===== src/rtl/uart_tx_arbiter.sv =====
// Round-robin arbiter with per-message lock in front of an 8N1 UART transmitter.
// A granted requester owns the line until it sends a byte flagged last (or its lock times out).
module uart_tx_arbiter #(
    parameter int NREQ         = 4,
    parameter int CLKS_PER_BIT = 434,
    parameter int LOCK_TIMEOUT = 0
) (
    input  logic                    clk_clk,
    input  logic                    reset_reset,
    input  logic [NREQ-1:0]         req_valid,
    input  logic [8*NREQ-1:0]       req_data,
    input  logic [NREQ-1:0]         req_last,
    output logic [NREQ-1:0]         req_ready,
    output logic                    uart_txd,
    output logic                    busy,
    output logic [$clog2(NREQ)-1:0] grant_id
);
    localparam int IW      = $clog2(NREQ);
    localparam int IW1     = IW + 1;
    localparam int CW      = $clog2(CLKS_PER_BIT);
    localparam int TW      = (LOCK_TIMEOUT > 1) ? $clog2(LOCK_TIMEOUT) : 1;
    localparam int TO_LAST = (LOCK_TIMEOUT > 0) ? LOCK_TIMEOUT - 1 : 0;

    typedef enum logic [1:0] {IDLE, START, DATA, STOP} state_e;

    state_e         state_q, state_d;
    logic [CW-1:0]  cnt_q, cnt_d;
    logic [2:0]     bit_q, bit_d;
    logic [7:0]     shift_q, shift_d;
    logic           txd_q, txd_d;
    logic           lock_q, lock_d;
    logic [IW-1:0]  owner_q, owner_d;
    logic [IW-1:0]  rr_q, rr_d;
    logic [IW-1:0]  grant_q, grant_d;
    logic [TW-1:0]  idle_q, idle_d;

    logic [NREQ-1:0][7:0] data_arr;
    logic [IW-1:0]        sel;
    logic                 found;
    logic [IW1-1:0]       idx;

    assign data_arr = req_data;

    function automatic logic [IW-1:0] next_idx(input logic [IW-1:0] i);
        if (i == IW'(NREQ - 1)) return '0;
        return i + IW'(1);
    endfunction

    // Selection only looks at requesters while the serializer is idle.
    always_comb begin
        sel   = rr_q;
        found = 1'b0;
        idx   = '0;
        if (state_q == IDLE && !reset_reset) begin
            if (lock_q) begin
                sel   = owner_q;
                found = req_valid[owner_q];
            end else begin
                for (int k = 0; k < NREQ; k++) begin
                    idx = {1'b0, rr_q} + IW1'(k);
                    if (idx >= IW1'(NREQ)) idx = idx - IW1'(NREQ);
                    if (!found && req_valid[idx[IW-1:0]]) begin
                        found = 1'b1;
                        sel   = idx[IW-1:0];
                    end
                end
            end
        end
    end

    always_comb begin
        req_ready = '0;
        if (found) req_ready[sel] = 1'b1;
    end

    always_comb begin
        state_d = state_q;
        cnt_d   = cnt_q;
        bit_d   = bit_q;
        shift_d = shift_q;
        txd_d   = txd_q;
        lock_d  = lock_q;
        owner_d = owner_q;
        rr_d    = rr_q;
        grant_d = grant_q;
        idle_d  = idle_q;
        case (state_q)
            IDLE: begin
                if (found) begin
                    state_d = START;
                    cnt_d   = '0;
                    shift_d = data_arr[sel];
                    txd_d   = 1'b0;
                    grant_d = sel;
                    idle_d  = '0;
                    if (req_last[sel]) begin
                        lock_d = 1'b0;
                        rr_d   = next_idx(sel);
                    end else begin
                        lock_d  = 1'b1;
                        owner_d = sel;
                    end
                end else if (LOCK_TIMEOUT > 0 && lock_q && !req_valid[owner_q]) begin
                    // Stalled owner: release the line so others are not starved.
                    if (idle_q == TW'(TO_LAST)) begin
                        lock_d = 1'b0;
                        rr_d   = next_idx(owner_q);
                        idle_d = '0;
                    end else begin
                        idle_d = idle_q + TW'(1);
                    end
                end
            end
            START: begin
                if (cnt_q == CW'(CLKS_PER_BIT - 1)) begin
                    cnt_d   = '0;
                    bit_d   = 3'd0;
                    state_d = DATA;
                    txd_d   = shift_q[0];
                end else begin
                    cnt_d = cnt_q + CW'(1);
                end
            end
            DATA: begin
                if (cnt_q == CW'(CLKS_PER_BIT - 1)) begin
                    cnt_d = '0;
                    if (bit_q == 3'd7) begin
                        state_d = STOP;
                        txd_d   = 1'b1;
                    end else begin
                        bit_d   = bit_q + 3'd1;
                        shift_d = {1'b0, shift_q[7:1]};
                        txd_d   = shift_q[1];
                    end
                end else begin
                    cnt_d = cnt_q + CW'(1);
                end
            end
            STOP: begin
                if (cnt_q == CW'(CLKS_PER_BIT - 1)) begin
                    cnt_d   = '0;
                    state_d = IDLE;
                end else begin
                    cnt_d = cnt_q + CW'(1);
                end
            end
            default: state_d = IDLE;
        endcase
    end

    always_ff @(posedge clk_clk) begin
        if (reset_reset) begin
            state_q <= IDLE;
            cnt_q   <= '0;
            bit_q   <= 3'd0;
            shift_q <= 8'd0;
            txd_q   <= 1'b1;
            lock_q  <= 1'b0;
            owner_q <= '0;
            rr_q    <= '0;
            grant_q <= '0;
            idle_q  <= '0;
        end else begin
            state_q <= state_d;
            cnt_q   <= cnt_d;
            bit_q   <= bit_d;
            shift_q <= shift_d;
            txd_q   <= txd_d;
            lock_q  <= lock_d;
            owner_q <= owner_d;
            rr_q    <= rr_d;
            grant_q <= grant_d;
            idle_q  <= idle_d;
        end
    end

    assign uart_txd = txd_q;
    assign busy     = (state_q != IDLE) || lock_q;
    assign grant_id = grant_q;

endmodule


===== config.mk =====
export PLATFORM = sky130hd
export DESIGN_NAME = uart_tx_arbiter
export DESIGN_NICKNAME = d
export VERILOG_FILES = /design/src/rtl/uart_tx_arbiter.sv
export SDC_FILE = /design/constraint.sdc
export NUM_CORES = 1
export LEC_CHECK = 0
export ABC_AREA = 1
export BUFFER_PORTS_ARGS = -buffer_cell sky130_fd_sc_hd__buf_2
export CELL_PAD_IN_SITES_DETAIL_PLACEMENT = 0
export CELL_PAD_IN_SITES_GLOBAL_PLACEMENT = 1
export CORE_MARGIN = 5
export CORE_UTILIZATION = 34
export CTS_BUF_LIST = sky130_fd_sc_hd__clkbuf_8 sky130_fd_sc_hd__clkbuf_16
export DETAILED_ROUTE_END_ITERATION = 12
export PLACE_DENSITY_LB_ADDON = 0.1
export SLEW_MARGIN = 40
export SYNTH_ARGS = -nofsm -noshare
export SYNTH_HDL_FRONTEND = slang
export SYNTH_SLANG_ARGS = --single-unit

===== constraint.sdc =====
create_clock -name clk_clk -period 2.1 [get_ports clk_clk]
set_input_delay 0.42 -clock clk_clk [delete_from_list [all_inputs] [get_ports clk_clk]]
set_output_delay 0.42 -clock clk_clk [all_outputs]
set_load 0.02 [all_outputs]

Word-level counts from Yosys, hierarchy flattened
Cells that the tools add are included.
W data, S select, Z words.
- register bits: 30
- input bits: 42
- output and inout bits: 8
- word-level logic and storage cells: 142
- $add $sub $neg: 10
- magnitude comparators: 11
- equal/unequal tests: 12
- multiplexer cells: 76
- bitwise gates (word level): 1
- reduce and logical (&&, ||, !) cells: 23
- operators with widths (kind ; number):
    $mux W2 ; 25
    $mux W8 ; 4
    $mux W1 ; 28
    $lt A2 B3 Y1 const B ; 6
    $mux W9 ; 2
    $pmux W9 S2 ; 1
    $bmux W8 S2 ; 1
    $pmux W8 S2 ; 1
    $bmux W1 S2 ; 6
    $ne A2 B2 Y1 const B ; 6
    $reduce_and A4 Y1 ; 3
    $add A9 B1 Y9 const B ; 1
    $eq A9 B9 Y1 const B ; 1
    $ge A3 B3 Y1 const B ; 3
    $mux W3 ; 3
    $pmux W2 S4 ; 1
    $sub A2 B1 Y2 const B ; 4
    $add A2 B2 Y3 const B ; 2
    $eq A2 B2 Y1 const B ; 3
    $pmux W3 S2 ; 1
    $reduce_and A3 Y1 ; 2
    $reduce_bool A2 Y1 ; 3
    $logic_and A1 B1 Y1 ; 5
    $reduce_and A5 Y1 ; 1
    17 further kinds ; 20

Longest topological paths before layout
- depth in word-level cells: 30
- depth in mapped cells: 21
- mapped depth without buffers: 19

Least setup slack after synthesis
OpenSTA, ideal clock, no wires.
- kind: register to output
- start point: reg rr_q[1]
- end point: out req_ready[0]
- arrival time: 1.905 ns
- slack: -0.225 ns
- stages on the path, launching flop included: 17
- path through: dfxtp_1 -> buf_6 -> inv_2 -> nand2_1 -> nand2_2 -> nand2_1 -> nand2_2 -> nand3_2 -> nand3_1 -> nand3_1 -> nand3_1 -> nand2_1 -> nand2_1 -> buf_2 -> ha_1 -> inv_1 -> nor2_1
- cells in the longest elaborated chain, start to end: 29
- ends and longest elaborated chain (item ; line ; RTL):
    from (decl) ; 33 ; logic [IW-1:0] rr_q, rr_d;
    from (signal assigned) ; 171 ; rr_q <= rr_d;
    $ge A2 B3 Y1 or $sub A2 B1 Y2 (tied branches) ; 61 ; if (idx >= IW1'(NREQ)) idx = idx - IW1'(NREQ);
    $mux W2 ; 61 ;
    $mux W2 ; 55 ; if (lock_q) begin
    $mux W2 ; 54 ; if (state_q == IDLE && !reset_reset) begin
    $bmux W1 S2 ; 62 ; if (!found && req_valid[idx[IW-1:0]]) begin
    $mux W1 (implied by the code) ; 62 ;
    $mux W1 ; 62 ;
    $mux W1 ; 55 ;
    (+13 left out) ; -- ;
    $mux W2 ; 62 ;
    $mux W2 ; 55 ;
    $mux W2 ; 54 ;
    $lt A2 B3 Y1 (implied by the code) or $ge A2 B1 Y1 (tied branches) ; 73 ; if (found) req_ready[sel] = 1'b1;
    $logic_and A1 B1 Y1 (implied by the code) ; 73 ;
    $mux W1 (implied by the code) ; 73 ;
    $demux W1 S2 ; 73 ;
    $mux W4 (*) ; 73 ;
    to (decl) ; 13 ; output logic [NREQ-1:0] req_ready,
Mark *: on every way between the ends. The rest lies on a longest branch, timed or not. The select of a mux whose other input is x is not followed.

Worst setup path after layout
- start point: reg rr_q[0]
- end point: out req_ready[3]
- cells in the longest elaborated chain, start to end: 29
- ends and longest elaborated chain (item ; line ; RTL):
    $ge A2 B3 Y1 or $sub A2 B1 Y2 (tied branches) ; 61 ;
    $mux W2 ; 61 ;
    $mux W2 ; 55 ;
    $mux W2 ; 54 ;
    $bmux W1 S2 ; 62 ;
    $mux W1 (implied by the code) ; 62 ;
    $mux W1 ; 62 ;
    $mux W1 ; 55 ;
    (+14 left out) ; -- ;
    $mux W2 (*) ; 55 ;
    $mux W2 (*) ; 54 ;
    via sel[1] ; 38 ; logic [IW-1:0] sel;
    $lt A2 B3 Y1 (implied by the code) or $ge A2 B1 Y1 (tied branches) ; 73 ;
    $logic_and A1 B1 Y1 (implied by the code) ; 73 ;
    $mux W1 (implied by the code) ; 73 ;
    $demux W1 S2 (*) ; 73 ;
    $mux W4 (*) ; 73 ;
Mark *: on every way through the listed nets, which the timed path passes. The rest lies on a longest branch. The select of a mux whose other input is x is not followed.

==> impl_metrics.tcl <==
set metrics [dict create \
    outcome "complete, but fails checks" \
    violations "setup timing" \
    ys_seq_area_share_pct 24.3 \
    fin_skew_ns 0.00118 \
    cts.clk_slew.worst_paths_ns 0.06 \
    cts_tree "built" \
    rsz0062_at_grt "true" \
    drt_pass1_iterations 5 \
    grt_pass1_wl_um 11400 \
    r2r_cells 18 \
    path_buf_inv 4 \
    io_pins 50 \
    crit_required_ns 1.68 \
    cap_violations 0 \
    yosys.area.top_type "dfxtp_1" \
    min-delay-path-class "flip-flop to flip-flop" \
    crit_chain "buf_6, nand2_1, nand3_1, nand2_2, nand3_2, nand2_1, nand2_1, nand3_1, nand3_1, nand2_2, nand2_4, inv_4, ha_4, inv_2, nor2_4, buf_6" \
    avgRoutedWirePerCell_um 11.6 \
    grtUsageTotal_pct 15.6 \
    finalWorstPathRequiredPeriod_ns 2.52 \
    drt-initial-drc-count 42 \
    synthTopCellsByArea "dfxtp_1 (24%), nand2_1 (24%), inv_1 (6.5%)" \
    critPathSlowestCell "dfxtp_4" \
    via_count 2653 \
    areaGrowthSynthToFinish_pct 41.7 \
    grt_max_degree 19 \
    ys_types 36 \
    worst_slack_ns -0.416 \
    synth_cells 400 \
    holdPathEnd "cnt_q[8]" \
    synth_area_um2 2470 \
    critPathKind "flip-flop to output port" \
    synth_most_common_cell "nand2_1" \
    r2r_setup_slack_ns -0.14 \
    diodes 0 \
    placed_cell_area_um2 3100 \
    hold_viol_final 0 \
    cts_inserted_buffers 5 \
    power_density_nw_per_um2 1240 \
    setup_viol 15 \
    finalPower_mw 4.33 \
    yosysTopAreaCellShare_pct 24.3 \
    nets 542 \
    fin_crit_sh_pct 120 \
    multi_input_area_um2 1820 \
    avgSynthCellArea_um2 6.17 \
    io_buffers 49 \
    grt_pass1_vias 2552 \
    worstHoldStart "cnt_q[8]" \
    insertion_delay_ns 0.27 \
    drc 0 \
    dieArea_um2 9070 \
    die_w_um 95.2 \
    cp_max_fo 5 \
    regToRegEndpoint "rr_q[1]" \
    fmax_mhz 397 \
    start_util_pct 34.4 \
    synth_nets 454 \
    placementRows 31 \
    drive_gt1_share_pct 38.3 \
    yosysWarnings 0 \
    n_fill_cell 739 \
    die-height_um 95.2 \
    ys.flop_type "dfxtp_1" \
    seqCellArea_um2 608 \
    core_um2 7180 \
    worstPathArrival_ns 2.10 \
    p_leak_nw 1.72 \
    drt.antenna.violating_nets 0 \
    crit_family "simple AND/OR/NAND/NOR gates" \
    routed_wl_um 6820 \
    end_kind "output port" \
    async_reset_ff_share_pct 0 \
    dp_hpwl_um 5220 \
    cts_max_level 2 \
    reg2reg_from "rr_q[0]" \
    max-slew-margin-rel_pct 63.2 \
    cts_buffer_depth 2 \
    cts_hold_buf 0 \
    synth_commonest_cells "nand2_1 (157), inv_1 (43), dfxtp_1 (30)" \
    synth_seq_cells 30 \
    gp_congestion 0.843 \
    final_area_um2 3500 \
    synth-edff-count 0 \
    worstMarginPinSlew_ns 0.551 \
    ir_drop_v 0.000467 \
    whs_path_depth 2 \
    antenna_found_initial 0 \
    slew_viol_final 0 \
    vias_per_cell 4.52 \
    cts_sinks 30 \
    crit_path_start_kind "flip-flop" \
    cts-root-buf "clkbuf_8" \
    slowest_delay_ns 0.37 \
    gr-total-overflow 0 \
    place_ws_ns -0.311 \
]
-- through the flow --
step | std cells | setup TNS (ns) | hold WS (ns) | utilization (%)
floorplan | 400 | -0.0898 | 0.444 | -
global placement | 573 | -3.31 | 0.452 | 43.2
detailed placement | 573 | -3.26 | 0.461 | 43.2
CTS | 582 | -1.72 | 0.470 | 46.3
global route | 587 | -5.13 | 0.502 | 48.8
finish | 587 | -2.43 | 0.470 | 48.8
-- cell type report --
cell class | count | area share (%)
repair buffers | 94 | 18.8
inverters | 48 | 6.01
flip-flops and latches | 30 | 17.4
multi-input cells | 309 | 52.1
clock buffers | 5 | 1.97
clock inverters | 2 | 0.215
well taps | 99 | 3.54
-- cell usage in the layout (no fill, tap or decap), types with 2 or more instances in the layout --
cell	count
a21oi_1	26
a21oi_2	9
a221oi_2	2
buf_2	45
buf_4	38
buf_6	9
clkbuf_8	5
dfxtp_1	28
dfxtp_4	2
ha_1	8
ha_4	4
inv_1	41
inv_2	5
inv_8	2
nand2_1	133
nand2_2	34
nand2_4	6
nand3_1	17
nand3_2	7
nand3_4	3
nand3b_1	2
nand4_1	4
nor2_1	17
nor2_2	2
nor2_4	7
o21a_1	2
o21ai_0	12
o21ai_1	3
-- kinds of logic (layout without fill, tap and decap cells) --
kind of cell / count (synthesis) / count (layout) / synth area share (%)
AND/OR/NAND/NOR: 237 / 237 / 42.6
buffers and inverters: 61 / 149 / 12.2
flip-flops: 30 / 30 / 24.3
adder cells (fa/ha/maj): 12 / 12 / 6.08
XOR/XNOR: 1 / 1 / 0.355
AO/OA/AOI/OAI: 59 / 59 / 14.5
-- worst reg2reg max path, delay by kind of cell (launching register included) --
family / cells / cell delay (ns)
buffers and inverters: 3 / 0.40
DFF: 1 / 0.37
and+or+nand+nor: 15 / 1.42
-- routing by layer --
metal | up-vias | share of wire (%) | GRT usage [%]
met2 | 51 | 49 | 27.6
met5 | - | 0 | 0
met3 | 8 | 3.7 | 2.92
li1 | 1445 | - | -
met4 | 0 | 1.1 | 3.37
met1 | 1149 | 46 | 19.4
-- where the power goes --
part           switching (mW)  internal (mW)  total [mW]  leakage, nW
sequential              0.128          0.719       0.847        0.247
combinational            1.80           1.27        3.07         1.43
clock                   0.199          0.218       0.417       0.0466
-- state kept, by name, indices dropped and copies added, names as in the netlist --
register / cells
cnt_q: 9
owner_q: 2
grant_id: 2
bit_q: 3
lock_q: 1
shift_q: 8
state_q: 2
rr_q: 2
uart_txd: 1
-- timing repair --
item	4_1_cts	5_1_grt
gates resized for setup	42	35
buffers inserted	5	5
cloned	0	1
pin swaps	15	19
setup endpoints to repair	18	23
-- how the worst max path moves through the flow --
stage | end | from | depth (start not counted) | slack (ns)
5_1_grt | req_ready[3] | rr_q[0] | 17 | -0.55
3_3_place_gp | req_ready[2] | rr_q[0] | 16 | -0.31
4_1_cts | req_ready[3] | rr_q[0] | 17 | -0.41
2_1_floorplan | req_ready[3] | rr_q[1] | 18 | -0.04
6_report | req_ready[3] | rr_q[0] | 16 | -0.42
3_5_place_dp | req_ready[2] | rr_q[0] | 16 | -0.31
Power figures use the tool's default switching activity.
